$ cat config.mk
export PLATFORM = sky130hd
export DESIGN_NAME = even_clk_div_ctrl_flat
export DESIGN_NICKNAME = d
export VERILOG_FILES = /design/src/rtl/clk_div_pkg.sv /design/src/rtl/even_clk_div_ctrl_if.sv /design/src/rtl/clk_div_phase_counter.sv /design/src/rtl/even_clk_div_ctrl.sv /design/src/flat_wrapper.sv
export SDC_FILE = /design/constraint.sdc
export NUM_CORES = 1
export LEC_CHECK = 0
export ABC_AREA = 1
export BUFFER_PORTS_ARGS = -buffer_cell sky130_fd_sc_hd__buf_2
export CAP_MARGIN = 20
export CELL_PAD_IN_SITES_DETAIL_PLACEMENT = 1
export CELL_PAD_IN_SITES_GLOBAL_PLACEMENT = 2
export CORE_AREA = 2 2 77 79
export DETAILED_ROUTE_END_ITERATION = 10
export DIE_AREA = 0 0 79 81
export HOLD_SLACK_MARGIN = 0.1
export PLACE_DENSITY_LB_ADDON = 0.1
export RECOVER_POWER = 100
export SLEW_MARGIN = 40
export SYNTH_ARGS = -nofsm -noshare
export SYNTH_HDL_FRONTEND = slang
export SYNTH_HIERARCHICAL = 1
export SYNTH_SLANG_ARGS = --single-unit
export TNS_END_PERCENT = 30
$ cat constraint.sdc
create_clock -name clk -period 4.5 [get_ports clk]
set_input_delay 0 -clock clk [delete_from_list [all_inputs] [get_ports clk]]
set_output_delay 0 -clock clk [all_outputs]
set_load 0.02 [all_outputs]
$ cat src/rtl/clk_div_pkg.sv
// Shared definitions for the even-ratio clock divider controller.
package clk_div_pkg;

    typedef enum logic [1:0] {
        IDLE = 2'd0,
        RUN  = 2'd1,
        PEND = 2'd2,
        STOP = 2'd3
    } state_e;

    // A zero half-period has no meaning and is rejected on the config port.
    localparam int unsigned ILLEGAL_HALF = 0;
    localparam int unsigned DEF_HALF     = 2;

endpackage

$ cat src/rtl/even_clk_div_ctrl_if.sv
// Configuration handshake bundle for even_clk_div_ctrl (valid/ready plus error pulse).
interface even_clk_div_ctrl_if #(
    parameter int CNT_W = 8
);
    logic             cfg_valid;
    logic [CNT_W-1:0] cfg_half;
    logic             cfg_ready;
    logic             cfg_err;

    modport master (output cfg_valid, cfg_half, input cfg_ready, cfg_err);
    modport slave  (input cfg_valid, cfg_half, output cfg_ready, cfg_err);
endinterface

$ cat src/rtl/clk_div_phase_counter.sv
// Half-period counter and 50%-duty toggle generator; holds the active ratio and
// swaps in a new one only at the 0->1 boundary so the output never glitches.
module clk_div_phase_counter
    import clk_div_pkg::*;
#(
    parameter int CNT_W        = 8,
    parameter int DEFAULT_HALF = DEF_HALF
) (
    input  logic             clk,
    input  logic             reset,
    input  logic             start,
    input  logic             run,
    input  logic             hold_low,
    input  logic             set_en,
    input  logic [CNT_W-1:0] set_half,
    input  logic             ld_en,
    input  logic [CNT_W-1:0] ld_half,
    output logic             boundary,
    output logic             clk_out,
    output logic             rise_tick,
    output logic             fall_tick
);

    logic [CNT_W-1:0] cnt;
    logic [CNT_W-1:0] active_half;
    logic             tc;

    assign tc       = run && (cnt == active_half - CNT_W'(1));
    assign boundary = tc && !clk_out;

    always_ff @(posedge clk) begin
        if (reset) begin
            cnt         <= '0;
            clk_out     <= 1'b0;
            rise_tick   <= 1'b0;
            fall_tick   <= 1'b0;
            active_half <= CNT_W'(DEFAULT_HALF);
        end else begin
            rise_tick <= 1'b0;
            fall_tick <= 1'b0;
            if (start) begin
                cnt       <= '0;
                clk_out   <= 1'b1;
                rise_tick <= 1'b1;
            end else if (tc) begin
                cnt <= '0;
                if (clk_out) begin
                    clk_out   <= 1'b0;
                    fall_tick <= 1'b1;
                end else if (!hold_low) begin
                    clk_out   <= 1'b1;
                    rise_tick <= 1'b1;
                end
            end else if (run) begin
                cnt <= cnt + CNT_W'(1);
            end

            // Direct loads only happen while stopped; deferred loads wait for the boundary.
            if (set_en) begin
                active_half <= set_half;
            end else if (boundary && ld_en) begin
                active_half <= ld_half;
            end
        end
    end

endmodule

$ cat src/rtl/even_clk_div_ctrl.sv
// Even-ratio clock divider controller: FSM and config handshake around the phase counter.
// Optional period counter output enabled by defining EVEN_CLK_DIV_PERIOD_CNT_EN.
module even_clk_div_ctrl
    import clk_div_pkg::*;
#(
    parameter int CNT_W        = 8,
    parameter int DEFAULT_HALF = DEF_HALF
) (
    input  logic                clk,
    input  logic                reset,
    input  logic                enable,
    even_clk_div_ctrl_if.slave  cfg,
    output logic                clk_out,
    output logic                rise_tick,
    output logic                fall_tick,
    output logic                busy
`ifdef EVEN_CLK_DIV_PERIOD_CNT_EN
    ,
    output logic [15:0]         period_cnt
`endif
);

    state_e           state;
    logic [CNT_W-1:0] pend_half;
    logic             pend_vld;
    logic             ready;
    logic             xfer;
    logic             legal;
    logic             boundary;
    logic             start;

    assign ready         = (state == IDLE) || (state == RUN);
    assign cfg.cfg_ready = ready;
    assign busy          = (state != IDLE);
    assign xfer          = cfg.cfg_valid && ready;
    assign legal         = (cfg.cfg_half != CNT_W'(ILLEGAL_HALF));
    assign start         = (state == IDLE) && enable;

    always_ff @(posedge clk) begin
        if (reset) begin
            state       <= IDLE;
            pend_vld    <= 1'b0;
            pend_half   <= '0;
            cfg.cfg_err <= 1'b0;
        end else begin
            cfg.cfg_err <= xfer && !legal;
            case (state)
                IDLE: begin
                    if (enable) state <= RUN;
                end
                RUN: begin
                    if (xfer && legal) begin
                        pend_half <= cfg.cfg_half;
                        pend_vld  <= 1'b1;
                    end
                    // A stop request wins over entering PEND; the captured ratio rides along.
                    if (!enable) begin
                        state <= STOP;
                    end else if (xfer && legal) begin
                        state <= PEND;
                    end
                end
                PEND: begin
                    if (boundary) begin
                        pend_vld <= 1'b0;
                        state    <= enable ? RUN : STOP;
                    end else if (!enable) begin
                        state <= STOP;
                    end
                end
                STOP: begin
                    if (boundary) begin
                        pend_vld <= 1'b0;
                        state    <= IDLE;
                    end
                end
                default: state <= IDLE;
            endcase
        end
    end

    clk_div_phase_counter #(
        .CNT_W        (CNT_W),
        .DEFAULT_HALF (DEFAULT_HALF)
    ) u_phase (
        .clk       (clk),
        .reset     (reset),
        .start     (start),
        .run       (state != IDLE),
        .hold_low  (state == STOP),
        .set_en    ((state == IDLE) && xfer && legal),
        .set_half  (cfg.cfg_half),
        .ld_en     (pend_vld),
        .ld_half   (pend_half),
        .boundary  (boundary),
        .clk_out   (clk_out),
        .rise_tick (rise_tick),
        .fall_tick (fall_tick)
    );

`ifdef EVEN_CLK_DIV_PERIOD_CNT_EN
    always_ff @(posedge clk) begin
        if (reset) begin
            period_cnt <= 16'd0;
        end else if (start) begin
            period_cnt <= 16'd0;
        end else if (rise_tick) begin
            period_cnt <= period_cnt + 16'd1;
        end
    end
`endif

endmodule

$ cat src/flat_wrapper.sv
// flat-port wrapper written by rule: the top's interface ports become plain ports
module even_clk_div_ctrl_flat import clk_div_pkg::*;
#(
    parameter int CNT_W        = 8,
    parameter int DEFAULT_HALF = DEF_HALF
)
  (clk, reset, enable, clk_out, rise_tick, fall_tick, busy, cfg_cfg_valid, cfg_cfg_half, cfg_cfg_ready, cfg_cfg_err);
  even_clk_div_ctrl_if #(.CNT_W(CNT_W)) cfg_i ();
  input  logic clk;
  input  logic reset;
  input  logic enable;
  output logic clk_out;
  output logic rise_tick;
  output logic fall_tick;
  output logic busy;
  input wire logic [$bits(cfg_i.cfg_valid)-1:0] cfg_cfg_valid;
  input wire logic [$bits(cfg_i.cfg_half)-1:0] cfg_cfg_half;
  output wire logic [$bits(cfg_i.cfg_ready)-1:0] cfg_cfg_ready;
  output wire logic [$bits(cfg_i.cfg_err)-1:0] cfg_cfg_err;
  assign cfg_i.cfg_valid = cfg_cfg_valid;
  assign cfg_i.cfg_half = cfg_cfg_half;
  assign cfg_cfg_ready = cfg_i.cfg_ready;
  assign cfg_cfg_err = cfg_i.cfg_err;
  even_clk_div_ctrl #(.CNT_W(CNT_W), .DEFAULT_HALF(DEFAULT_HALF)) u_core (.clk(clk), .reset(reset), .enable(enable), .cfg(cfg_i), .clk_out(clk_out), .rise_tick(rise_tick), .fall_tick(fall_tick), .busy(busy));
endmodule
==> metrics.md <==
| Metric | Value |
|---|---|
| Switch Pwr | 310.6 uW |
| Total die area | 6399 um2 |
| Antenna violations before repair | 0 |
| GRT Util Overall | 16.36% |
| Largest net degree at the start of global routing | 25 |
| DR WL/cell | 12.42 um |
| Critical Path AT | 2830 ps |
| Setup Fix Bufs, Post-CTS | 0 |
| Critical path startpoint category | flip-flop |
| ANT cells | 0 |
| Initial DRC count | 56 |
| Data required time of the critical path | 4680 ps |
| Area leader, netlist | dfxtp_1 |
| Finished Layout Cells | 385 |
| GRT overflow | 0 |
| Netlist cell types | 31 |
| DIE HEIGHT | 81 um |
| Detail Placement HPWL | 3546 um |
| Die width | 79 um |
| Fraction of layout cells with a size suffix above 1 | 10.00% |
| Post-synthesis register bit count | 31 |
| Hold Buf Count CTS | 14 |
| Combinational fraction of design power | 30.5% |
| WS Path Type | flip-flop to flip-flop |
| Syn Inst Count | 280 |
| Leakage | 0.0009818 uW |
| Setup TNS | 0 ps |
| Worst path cell trace | nor2_1, inv_1, o21ai_0, nor2_1, nand3_1, nor2_1, nand2_1, nor2_1, nor2_1, o21ai_0, nand3_1, nand2_1, nor2_1 |
| Post-Route WL | 4783 um |
| DRC errors left | 0 |
| Met2 Use GR | 27.46% |
| Met1 Usage GRT | 20.41% |
| Fin nets | 323 |
| Synth top area share | 33.00% |
| Starting Density | 33.13% |
| Max cap viols | 0 |
| Switching Share | 36.55% |
| First-pass GRT wire length | 8190 um |
| Most repeated cell in the gate-level netlist after synthesis | nand2_1 |
| Clk buf depth | 2 |
| Slew Limit Headroom | 54.18% |
| Int Power | 539.2 uW |
| Pwr Density | 391.7 nW/um2 |
| DRT Pass-1 Iters | 4 |
| RePlAce Congestion | 0.7672 |
| Layout Skew | 5.560 ps |
| Area growth from synthesis to layout | 15.37% |
| Number of port buffers | 17 |
| Final Max Slew Viols | 0 |
| Least-Margin Pin Slew | 685.3 ps |
| Crit path max fanout | 15 |
| Core ar. | 5675 um2 |
| Unrepaired setup endpoints after global routing | false |
| Hold Path Class | input port to flip-flop |
| Final Setup Violations | 0 |
| Flop pwr share | 40.2% |
| CTS tree | built |
| Resized Gates After CTS | 0 |
| Synth top area cells | dfxtp_1 (33%), nand2_1 (17%), nor2_1 (7.2%) |
| Clock Pin Slew Worst Setup and Hold Paths | 70 ps |
| Outcome | completed |
| Commonest cells in the netlist | nand2_1 (84), nor2_1 (36), dfxtp_1 (31) |
| IO Pins | 18 |
| Synth async-reset ratio | 0% |
| Number of synthesized flops with an enable pin | 0 |
| Site Rows | 28 |
| # fillers | 770 |
| Total Power | 849.8 uW |
| Via count | 1783 |
| Avg Cell Area, Syn | 6.716 um2 |
| Global route hottest layer | met2 |
| Minimum clock period | 2648 ps |
| Yosys warning count | 6 |
| Via density | 4.631 |
| Ys flop type | dfxtp_1 |
| Worst VDD drop | 181.9 uV |
| H-Tree Depth | 2 |
| Antenna Nets Post-Route | 0 |
| Hold slack | 94.97 ps |
| Crit-path most repeated cell | nor2_1 |
| Final Hold Fails | 0 |
| Clock sink total | 31 |
| Max Clk Rate | 377.7 MHz |
| Met3 Use GR | 4.000% |
| Final period util | 58.84% |
| Placed Cells | 363 |
| Synthesized area | 1881 um2 |
| Clk root buf | clkbuf_8 |
| Syn nets | 294 |
| Crit. End Element | flip-flop |
| Vias in the first global route | 1728 |
| Clk Latency, worst-skew pair | 290 ps |
| Largest stage delay on the critical path | 660 ps |
| Clock power frac | 29.3% |
| Num CTS Buffers | 5 |
| Sequential share of the synthesized area | 33.00% |
| Crit-path slowest cell | dfxtp_1 |
## metal layers
layer	wire, um	share of wire [%]
met1	2275	48
met2	2313	48
met3	131	2.7
met4	62	1.3
met5	0	0
## cell type report
type / count / area, um2 / share of cell area [%]
multi-input cells: 210 / 1026 / 47.29
well taps: 75 / 93.84 / 4.325
repair buffers: 31 / 216.5 / 9.977
clock buffers: 8 / 100.1 / 4.614
flip-flops and latches: 31 / 620.6 / 28.60
inverters: 30 / 112.6 / 5.190
## stage by stage
| stage | area (um2) | util (%) | setup WS [ps] |
|---|---|---|---|
| floorplan | 1881 | - | 2511 |
| global placement | 2004 | 35.32 | 2163 |
| detailed placement | 2004 | 35.32 | 2086 |
| CTS | 2245 | 39.55 | 2066 |
| global route | 2170 | 38.23 | 1464 |
| finish | 2170 | 38.23 | 1852 |
## power by group through the flow
stage          Clock [uW]  Sequential, uW  Combinational, uW
2_1_floorplan           0             333                223
4_1_cts               263             344                278
3_5_place_dp            0             351                266
3_3_place_gp            0             350                264
5_1_grt               273             348                302
6_report              249             342                259
## sequential cells by signal, indices dropped and copies added, names as in the netlist
| register | count |
|---|---|
| u_core/cfg.cfg_err | 1 |
| u_core/pend_half | 8 |
| u_core/pend_vld | 1 |
| u_core/state | 2 |
| u_core/u_phase/active_half | 8 |
| u_core/u_phase/clk_out | 1 |
| u_core/u_phase/cnt | 8 |
| u_core/u_phase/fall_tick | 1 |
| u_core/u_phase/rise_tick | 1 |
## placed cells by master, fill, tap and decap left out, types with 2 or more instances in the layout
master	n
a21oi_1	21
buf_2	10
clkbuf_1	8
clkbuf_8	7
dfxtp_1	31
dlygate4sd3_1	14
ha_1	2
inv_1	29
nand2_1	85
nand2_2	2
nand3_1	23
nand4_1	10
nor2_1	38
nor2_2	3
nor2_4	4
nor3b_1	3
nor4_1	2
o21ai_0	3
xnor2_1	4
xor2_1	4
## cells by family (layout without fill, tap and decap cells)
| kind of cell | after synthesis | in the layout | synth area share (%) |
|---|---|---|---|
| AOI/OAI and AO/OA | 26 | 26 | 7.918 |
| xor gates and xnor gates | 8 | 8 | 3.725 |
| buffers and inverters | 39 | 69 | 8.915 |
| DFF | 31 | 31 | 33.00 |
| and+or+nand+nor | 174 | 174 | 45.11 |
| adders and majority gates | 2 | 2 | 1.330 |
## critical path, delay by kind of cell (launching register included)
kind            cells  cell delay [ps]
buf+inv             1              240
compound gates      2              490
flops               1              660
simple gates       10             1150
## final timing paths
path | from | to | slack, ps | cells past startpoint
setup reg to reg | u_core/state[0] | u_core/state[1] | 1850 | 13
hold / removal | reset | u_core/pend_half[4] | 90 | 2
hold reg to reg | u_core/pend_half[3] | u_core/pend_half[3] | 470 | 2
setup / recovery | u_core/state[0] | u_core/state[1] | 1850 | 13
No activity file was read; power rests on OpenSTA's default activity.
